`config.mk`:
```
export PLATFORM = sky130hd
export DESIGN_NAME = ball_fsm
export DESIGN_NICKNAME = d
export VERILOG_FILES = /design/src/rtl/pong_pkg.sv /design/src/rtl/frame_counter.sv /design/src/rtl/ball_fsm.sv
export SDC_FILE = /design/constraint.sdc
export NUM_CORES = 1
export LEC_CHECK = 0
export ABC_AREA = 1
export CORE_UTILIZATION = 51
export CTS_BUF_LIST = sky130_fd_sc_hd__clkbuf_8
export DETAILED_ROUTE_END_ITERATION = 10
export MAX_ROUTING_LAYER = met4
export PLACE_DENSITY = 0.77
export SLEW_MARGIN = 20
export SYNTH_ARGS = -nofsm -noshare
export SYNTH_HDL_FRONTEND = slang
export SYNTH_SLANG_ARGS = --single-unit
```
`constraint.sdc`:
```
create_clock -name clock -period 1.5 [get_ports clock]
set_input_delay 0.15 -clock clock [delete_from_list [all_inputs] [get_ports clock]]
set_output_delay 0.15 -clock clock [all_outputs]
set_load 0.05 [all_outputs]
```
`src/rtl/pong_pkg.sv`:
```
// Shared pong definitions: screen geometry, bounce event codes, ball FSM state
// encoding and the saturating position step used by the ball.
package pong_pkg;
  localparam int SCREEN_X = 640;
  localparam int SCREEN_Y = 480;
  localparam int POS_W    = 10;
  localparam int CNT_W    = 8;

  localparam logic [1:0] BOUNCE_NONE   = 2'd0;
  localparam logic [1:0] BOUNCE_PADDLE = 2'd1;
  localparam logic [1:0] BOUNCE_WALL   = 2'd2;
  localparam logic [1:0] BOUNCE_SCORE  = 2'd3;

  typedef enum logic [1:0] {
    ST_SERVE    = 2'd0,
    ST_MOVE     = 2'd1,
    ST_COOLDOWN = 2'd2
  } ball_state_e;

  // One axis step in 11-bit arithmetic, clamped to [0, lim] so the ball never wraps.
  function automatic logic [POS_W-1:0] step_sat(input logic [POS_W-1:0] pos,
                                                input logic             dir,
                                                input logic [POS_W:0]   spd,
                                                input logic [POS_W:0]   lim);
    logic [POS_W:0] p, r;
    p = {1'b0, pos};
    if (dir) r = ((p + spd) > lim) ? lim : (p + spd);
    else     r = (p < spd) ? '0 : (p - spd);
    return r[POS_W-1:0];
  endfunction
endpackage

```
`src/rtl/frame_counter.sv`:
```
// Clearable frame_tick counter with terminal-count flag; times both serve and cooldown.
module frame_counter #(
  parameter int W = 8
) (
  input  logic         clock,
  input  logic         reset,
  input  logic         clr_i,
  input  logic         en_i,
  input  logic [W-1:0] term_i,
  output logic         tc_o
);
  logic [W-1:0] cnt_q;

  always_ff @(posedge clock or posedge reset) begin
    if (reset)      cnt_q <= '0;
    else if (clr_i) cnt_q <= '0;
    else if (en_i)  cnt_q <= cnt_q + 1'b1;
  end

  assign tc_o = (cnt_q == term_i);
endmodule

```
`src/rtl/ball_fsm.sv`:
```
// Pong ball: serve / move / cooldown state machine with saturating per-frame movement
// and one-clock reaction to paddle, wall and score events.
module ball_fsm #(
  parameter int SCREEN_X        = pong_pkg::SCREEN_X,
  parameter int SCREEN_Y        = pong_pkg::SCREEN_Y,
  parameter int BALL_SIZE       = 8,
  parameter int SPEED_X         = 2,
  parameter int SPEED_Y         = 2,
  parameter int SERVE_FRAMES    = 60,
  parameter int COOLDOWN_FRAMES = 4
) (
  input  logic       clock,
  input  logic       reset,
  input  logic       frame_tick,
  input  logic [1:0] bounce,
  output logic [9:0] ball_pos_x,
  output logic [9:0] ball_pos_y,
  output logic [7:0] ball_size_x,
  output logic [7:0] ball_size_y,
  output logic       ball_moving
);
  import pong_pkg::*;

  localparam logic [POS_W:0]   MAX_X    = (POS_W+1)'(SCREEN_X - BALL_SIZE);
  localparam logic [POS_W:0]   MAX_Y    = (POS_W+1)'(SCREEN_Y - BALL_SIZE);
  localparam logic [POS_W:0]   SPD_X    = (POS_W+1)'(SPEED_X);
  localparam logic [POS_W:0]   SPD_Y    = (POS_W+1)'(SPEED_Y);
  localparam logic [POS_W-1:0] CENTRE_X = POS_W'((SCREEN_X - BALL_SIZE) / 2);
  localparam logic [POS_W-1:0] CENTRE_Y = POS_W'((SCREEN_Y - BALL_SIZE) / 2);

  ball_state_e      state_q, state_d;
  logic [POS_W-1:0] x_q, x_d, y_q, y_d;
  logic             dir_x_q, dir_x_d, dir_y_q, dir_y_d;
  logic             serve_dir_q, serve_dir_d;
  logic             moving_q;
  logic             cnt_clr, cnt_tc;
  logic [CNT_W-1:0] cnt_term;

  // Counter only runs in SERVE/COOLDOWN and restarts on every state change.
  assign cnt_clr = (state_d != state_q) || (state_q == ST_MOVE);

  frame_counter #(.W(CNT_W)) u_cnt (
    .clock  (clock),
    .reset  (reset),
    .clr_i  (cnt_clr),
    .en_i   (frame_tick),
    .term_i (cnt_term),
    .tc_o   (cnt_tc)
  );

  always_comb begin
    state_d     = state_q;
    x_d         = x_q;
    y_d         = y_q;
    dir_x_d     = dir_x_q;
    dir_y_d     = dir_y_q;
    serve_dir_d = serve_dir_q;
    cnt_term    = CNT_W'(SERVE_FRAMES - 1);
    if (state_q == ST_COOLDOWN) cnt_term = CNT_W'(COOLDOWN_FRAMES - 1);

    case (state_q)
      ST_SERVE: begin
        if (frame_tick && cnt_tc) state_d = ST_MOVE;
      end
      ST_MOVE, ST_COOLDOWN: begin
        if (bounce == BOUNCE_SCORE) begin
          state_d     = ST_SERVE;
          x_d         = CENTRE_X;
          y_d         = CENTRE_Y;
          dir_x_d     = serve_dir_q;
          serve_dir_d = ~serve_dir_q;
        end else begin
          if (state_q == ST_MOVE && bounce == BOUNCE_PADDLE) begin
            dir_x_d = ~dir_x_q;
            state_d = ST_COOLDOWN;
          end
          if (state_q == ST_MOVE && bounce == BOUNCE_WALL) begin
            dir_y_d = ~dir_y_q;
            state_d = ST_COOLDOWN;
          end
          // Step with the post-bounce direction so a coincident tick moves away.
          if (frame_tick) begin
            x_d = step_sat(x_q, dir_x_d, SPD_X, MAX_X);
            y_d = step_sat(y_q, dir_y_d, SPD_Y, MAX_Y);
            if (state_q == ST_COOLDOWN && cnt_tc) state_d = ST_MOVE;
          end
        end
      end
      default: state_d = ST_SERVE;
    endcase
  end

  always_ff @(posedge clock or posedge reset) begin
    if (reset) begin
      state_q     <= ST_SERVE;
      x_q         <= CENTRE_X;
      y_q         <= CENTRE_Y;
      dir_x_q     <= 1'b1;
      dir_y_q     <= 1'b1;
      serve_dir_q <= 1'b0;
      moving_q    <= 1'b0;
    end else begin
      state_q     <= state_d;
      x_q         <= x_d;
      y_q         <= y_d;
      dir_x_q     <= dir_x_d;
      dir_y_q     <= dir_y_d;
      serve_dir_q <= serve_dir_d;
      moving_q    <= (state_d != ST_SERVE);
    end
  end

  assign ball_pos_x  = x_q;
  assign ball_pos_y  = y_q;
  assign ball_moving = moving_q;
  assign ball_size_x = 8'(BALL_SIZE);
  assign ball_size_y = 8'(BALL_SIZE);
endmodule
```
# Word level (Yosys, flattened, before mapping)
# Index checks and enable logic that the tools add are counted.
dict set report totals {
  register_bits 34
  in_bits 5
  elab_cells 68
  out_inout_bits 37
}
dict set report classes {
  n_reduce_logical 13
  magnitude_cmp 4
  bitwise_logic 4
  addsub 5
  n_eq_ne 7
  muxes 27
}
# operator count
set ops {}
lappend ops {{two-way mux 10 bit} 10}
lappend ops {{adder 10 x 2 -> 11 bit (second input constant)} 2}
lappend ops {{less-than comparator 10 x 2 -> 1 bit (second input constant)} 2}
lappend ops {{subtractor 10 x 2 -> 10 bit (second input constant)} 2}
lappend ops {{two-way mux 8 bit} 2}
lappend ops {{two-way mux 2 bit} 6}
lappend ops {{> comparator 11 x 10 -> 1 bit (second input constant)} 1}
lappend ops {{> comparator 11 x 9 -> 1 bit (second input constant)} 1}
lappend ops {{adder 8 x 1 -> 8 bit (second input constant)} 1}
lappend ops {{== test 8 x 6 -> 1 bit} 1}
lappend ops {{two-way mux 1 bit} 7}
lappend ops {{== test 2 bit (second input constant)} 3}
lappend ops {{two-way mux 6 bit} 1}
lappend ops {{AND reduction 2 bit} 3}
lappend ops {{nonzero test 2 bit} 3}
lappend ops {{== test 2 x 1 -> 1 bit (second input constant)} 2}
lappend ops {{logical AND 1 bit} 4}
lappend ops {{NOT 1 bit} 4}
lappend ops {{one-hot mux 2 bit (2 select lines)} 1}
lappend ops {{zero test 2 bit} 1}
lappend ops {{inequality test 2 bit} 1}
lappend ops {{OR reduction 2 bit} 1}
lappend ops {{logical OR 1 bit} 1}

# Logic depth before layout (Yosys ltp)
dict set report logic_depth {
  word_depth 11
  depth_mapped 14
  mapped_depth_nobuf 13
}

# Cells and area by module
# From an unflattened synthesis, not the netlist that was laid out.
dict set report hier_totals {
  hier_cells 429
  hier_area_um2 2857.7
}
# module area_each_um2 cells_each instances seq_area_each_um2
set modules_own_cells {}
lappend modules_own_cells {ball_fsm 2297.2 351 1 615.6}
lappend modules_own_cells {frame_counter 560.5 78 1 200.2}

# Worst setup path after synthesis
# OpenSTA, ideal clock, no wires.
dict set report synth_path {
  kind {register to register}
  from {register x_q[1], in the netlist ball_pos_x[1]}
  to {register x_q[7], in the netlist ball_pos_x[7]}
  path_stages_with_launch 15
  path_slack_ns -0.562
  n_path_buf 1
  t_required_ns 1.382
  period_less_slack_ns 2.062
  t_arrival_ns 1.944
  setup_ns 0.118
  cell_sequence {dfrtp_1 > clkbuf_2 > inv_1 > ha_1 > inv_1 > nand2_1 > nand3_1 > nor2_1 > nand3_1 > nand2_1 > nand2_2 > nand2_2 > nand2_2 > nand2_1 > nand2_1}
}
dict set report synth_between {
  elab_chain_len 6
  elab_cells_between_ends 9
  cone_classes {add/sub: 2; order compare: 2; mux: 5}
}
# item line_no
set synth_rtl {}
lappend synth_rtl {{start, declared} ball_fsm.sv:32} ;# logic [POS_W-1:0] x_q, x_d, y_q, y_d;
lappend synth_rtl {{start signal, assigned} ball_fsm.sv:96} ;# x_q <= CENTRE_X;
lappend synth_rtl {{start signal, assigned} ball_fsm.sv:104} ;# x_q <= x_d;
lappend synth_rtl {{adder 10 x 2 -> 11 bit} pong_pkg.sv:27} ;# if (dir) r = ((p + spd) > lim) ? lim : (p + spd);
lappend synth_rtl {{> comparator 11 x 10 -> 1 bit} pong_pkg.sv:27}
lappend synth_rtl {{two-way mux 10 bit} pong_pkg.sv:27}
lappend synth_rtl {{two-way mux 10 bit *} pong_pkg.sv:27}
lappend synth_rtl {{two-way mux 10 bit *} ball_fsm.sv:82} ;# if (frame_tick) begin
lappend synth_rtl {{two-way mux 10 bit *} ball_fsm.sv:66} ;# if (bounce == BOUNCE_SCORE) begin
# Every way passes the cells marked *; elsewhere a longest branch is shown, timed or not. The select of a mux whose other input is x is not followed.
# A chain may end at the register's enable or synchronous reset.

# Final worst setup path
dict set report layout_path {
  from {register x_q[2], in the netlist ball_pos_x[2]}
  to {register x_q[6], in the netlist ball_pos_x[6]}
}
# The elaborated chain is that of the path after synthesis.

==> metrics <==
status=finished, violations left; failing checks=negative setup slack; initial drt markers=553; FF/Latch Area=828 um2; area leader, netlist=dfrtp_1; sequential-to-total area share from yosys stat=29.3%; Non-Filler Instances=613; Sw Pwr=5250 uW; commonest non-fill, non-tap cell in the layout=buf_4; global-route congestion overflow total=0; Yosys cell types=36; Worst setup EP type=flip-flop; DP Cell Count=582; synth top area cells=dfrtp_1, nand2_1, dfstp_2; clk buf depth=2; first drt pass iteration count=11; Worst setup SP type=flip-flop; IO Pins=42; Slew Limit Fails=0; Yosys reg bits=32; worst hold margin=0.183 ns; initial antenna violation count=0; Die H=75.8 um; I/O Buffers=23; PnR Total Power=10600 uW; # nets final=556; Hold WC Path Type=in -> async; Place WS=-0.335 ns; Int Pwr=5330 uW; Die ar.=5750 um2; pin count of the biggest net entering global routing=33; fin worst setup slack=-0.652 ns; share of cells above drive strength 1=49.7%; Mean Syn Cell Area=6.73 um2; fmax=465 MHz; area of the multi-input gates=2110 um2; total vias in the final route=3659; Post-Syn Area=2780 um2; CTS Buf Count=5; Hold Fails Final Rpt=0; sequential power share=18.3%; Synth top area share=18.0%; CTS tree=yes; Root Buffer=clkbuf_8; Synth Instances=413; gr usage total=35.0%; RSZ-0062 raised after global routing=yes; largest fanout on the critical path=6; H-tree Lvls=2; hpwl dp=5900 um; LEAKAGE=0.00229 uW; core region area=5170 um2; RePlAce Congestion=0.920; vias in the first global route=3176; PwrDens=2280 nW/um2; Std-Cell Rows=26; final worst path period share=143%; commonest cells after routing, fill and taps aside=buf_4, nand2_1, inv_1, nor2_1, nand3_1; Antenna Cells=0; wire per inst=18.7 um; final setup violating endpoints=30; combinational fraction of design power=72.5%; cells on worst reg2reg path=11; first-pass GRT wire length=14500 um; Worst EP required=1.68 ns; Initial Util=53.7%; maximum vdd ir drop=0.00155 V; Worst-path clk slew=0.09 ns; Ys Warns=0; clock share of power=9.1%; Filler cells=230; clk_lat worst skew=0.31 ns; critical path arrival=2.33 ns; layout overhead on the synthesized area=66.8%; via/cell ratio=5.97; switch share=49.6%; Num Clock Sinks=32; Final min period=2.15 ns; DR DRC count=0; clk_skew=0.0190 ns; cell area after layout=4640 um2; WL final=11500 um; chip width=75.8 um; Max Cap Viol=0; Crit Path Class=reg -> reg; placed cell areas=3880 um2; Antenna Violating Nets Remaining=0
[synthesized netlist by cell type, drive strengths merged]
master / count
conb: 2
o21ai: 11
nand2: 107
inv: 55
nor3: 8
nand3b: 2
buf: 26
nand3: 46
nand4: 9
o22ai: 2
or2: 2
o21bai: 1
a22oi: 1
o211ai: 3
ha: 9
a21oi: 17
dfrtp: 20
a31oi: 2
dfstp: 12
mux2i: 1
nor2: 57
xnor2: 2
xor2: 17
clkbuf: 1
[power groups by stage]
stage / clock, uW / combinational (uW) / sequential (uW)
after floorplan: 0 / 2690 / 2570
after global placement: 0 / 5840 / 1830
after detailed placement: 0 / 6010 / 1850
after CTS: 957 / 6500 / 1870
after global routing: 1000 / 8140 / 1970
final: 967 / 7670 / 1940
[critical path, stage by stage (launching register included)]
cell and delay [ns]:
dfstp_4 0.68, ha_4 0.20, nand3_1 0.14, nand2_1 0.14
nand2_2 0.07, nor2_2 0.17, nand2_1 0.11, nand2_2 0.11
buf_4 0.15, nand3_2 0.08, nand2_1 0.11, nand2_1 0.08
[metrics by stage]
| stage | setup TNS [ns] | utilization (%) |
|---|---|---|
| 5_1_grt | -12.68 | 89.6 |
| 2_1_floorplan | -4.07 | - |
| 3_5_place_dp | -7.51 | 75.0 |
| 6_report | -10.19 | 89.6 |
| 4_1_cts | -5.88 | 82.8 |
| 3_3_place_gp | -6.14 | 75.0 |
[final cells by class]
cell class	count	area share, %
clock buffer	7	2.08
clock inverter	1	0.648
inverter	55	4.78
multi-input combinational	315	45.4
sequential	32	17.9
tap	70	1.89
timing repair buffer	133	27.3
[cell families after synthesis]
| family | count (synthesis) | share of synthesized area [%] |
|---|---|---|
| multiplexers | 1 | 0.360 |
| AND/OR/NAND/NOR | 231 | 36.9 |
| XOR/XNOR | 19 | 7.20 |
| buffers and inverters | 82 | 14.4 |
| flip-flops | 32 | 29.3 |
| AO/OA/AOI/OAI | 37 | 7.56 |
| other | 2 | 0.270 |
| adder cells (fa/ha/maj) | 9 | 4.05 |
[flip-flops by register name, summed over array words and instances (netlist names)]
register     flops
dir_y_q          1
state_q          2
ball_moving      1
ball_pos_y       9
serve_dir_q      1
u_cnt.cnt_q      8
ball_pos_x       9
dir_x_q          1
[repair_timing]
action                     in CTS  in global routing
setup endpoints to repair      28                 31
gates resized for setup        46                 67
setup buffers                  10                 16
pin swaps                      31                 47
hold buffers                    0                  0
[worst paths after layout]
path | start | end | slack, ns
worst max-delay path | ball_pos_x[2] | ball_pos_x[6] | -0.65
worst min-delay path | reset | serve_dir_q | 0.18
worst max register to register | ball_pos_x[2] | ball_pos_x[6] | -0.65
worst min register to register | serve_dir_q | serve_dir_q | 0.51
max in group asynchronous | reset | ball_pos_x[4] | 1.05
min in group clock | serve_dir_q | serve_dir_q | 0.51
[metal layers]
metal | global-route usage, % | wire length [um] | up-vias
met2 | 58.6 | 5630 | 310
li1 | - | - | 1532
met5 | - | 0 | -
met4 | 16.5 | 728 | 0
met3 | 7.14 | 1150 | 109
met1 | 40.1 | 3960 | 1708
Note: power is estimated with default switching activity, not from simulation.
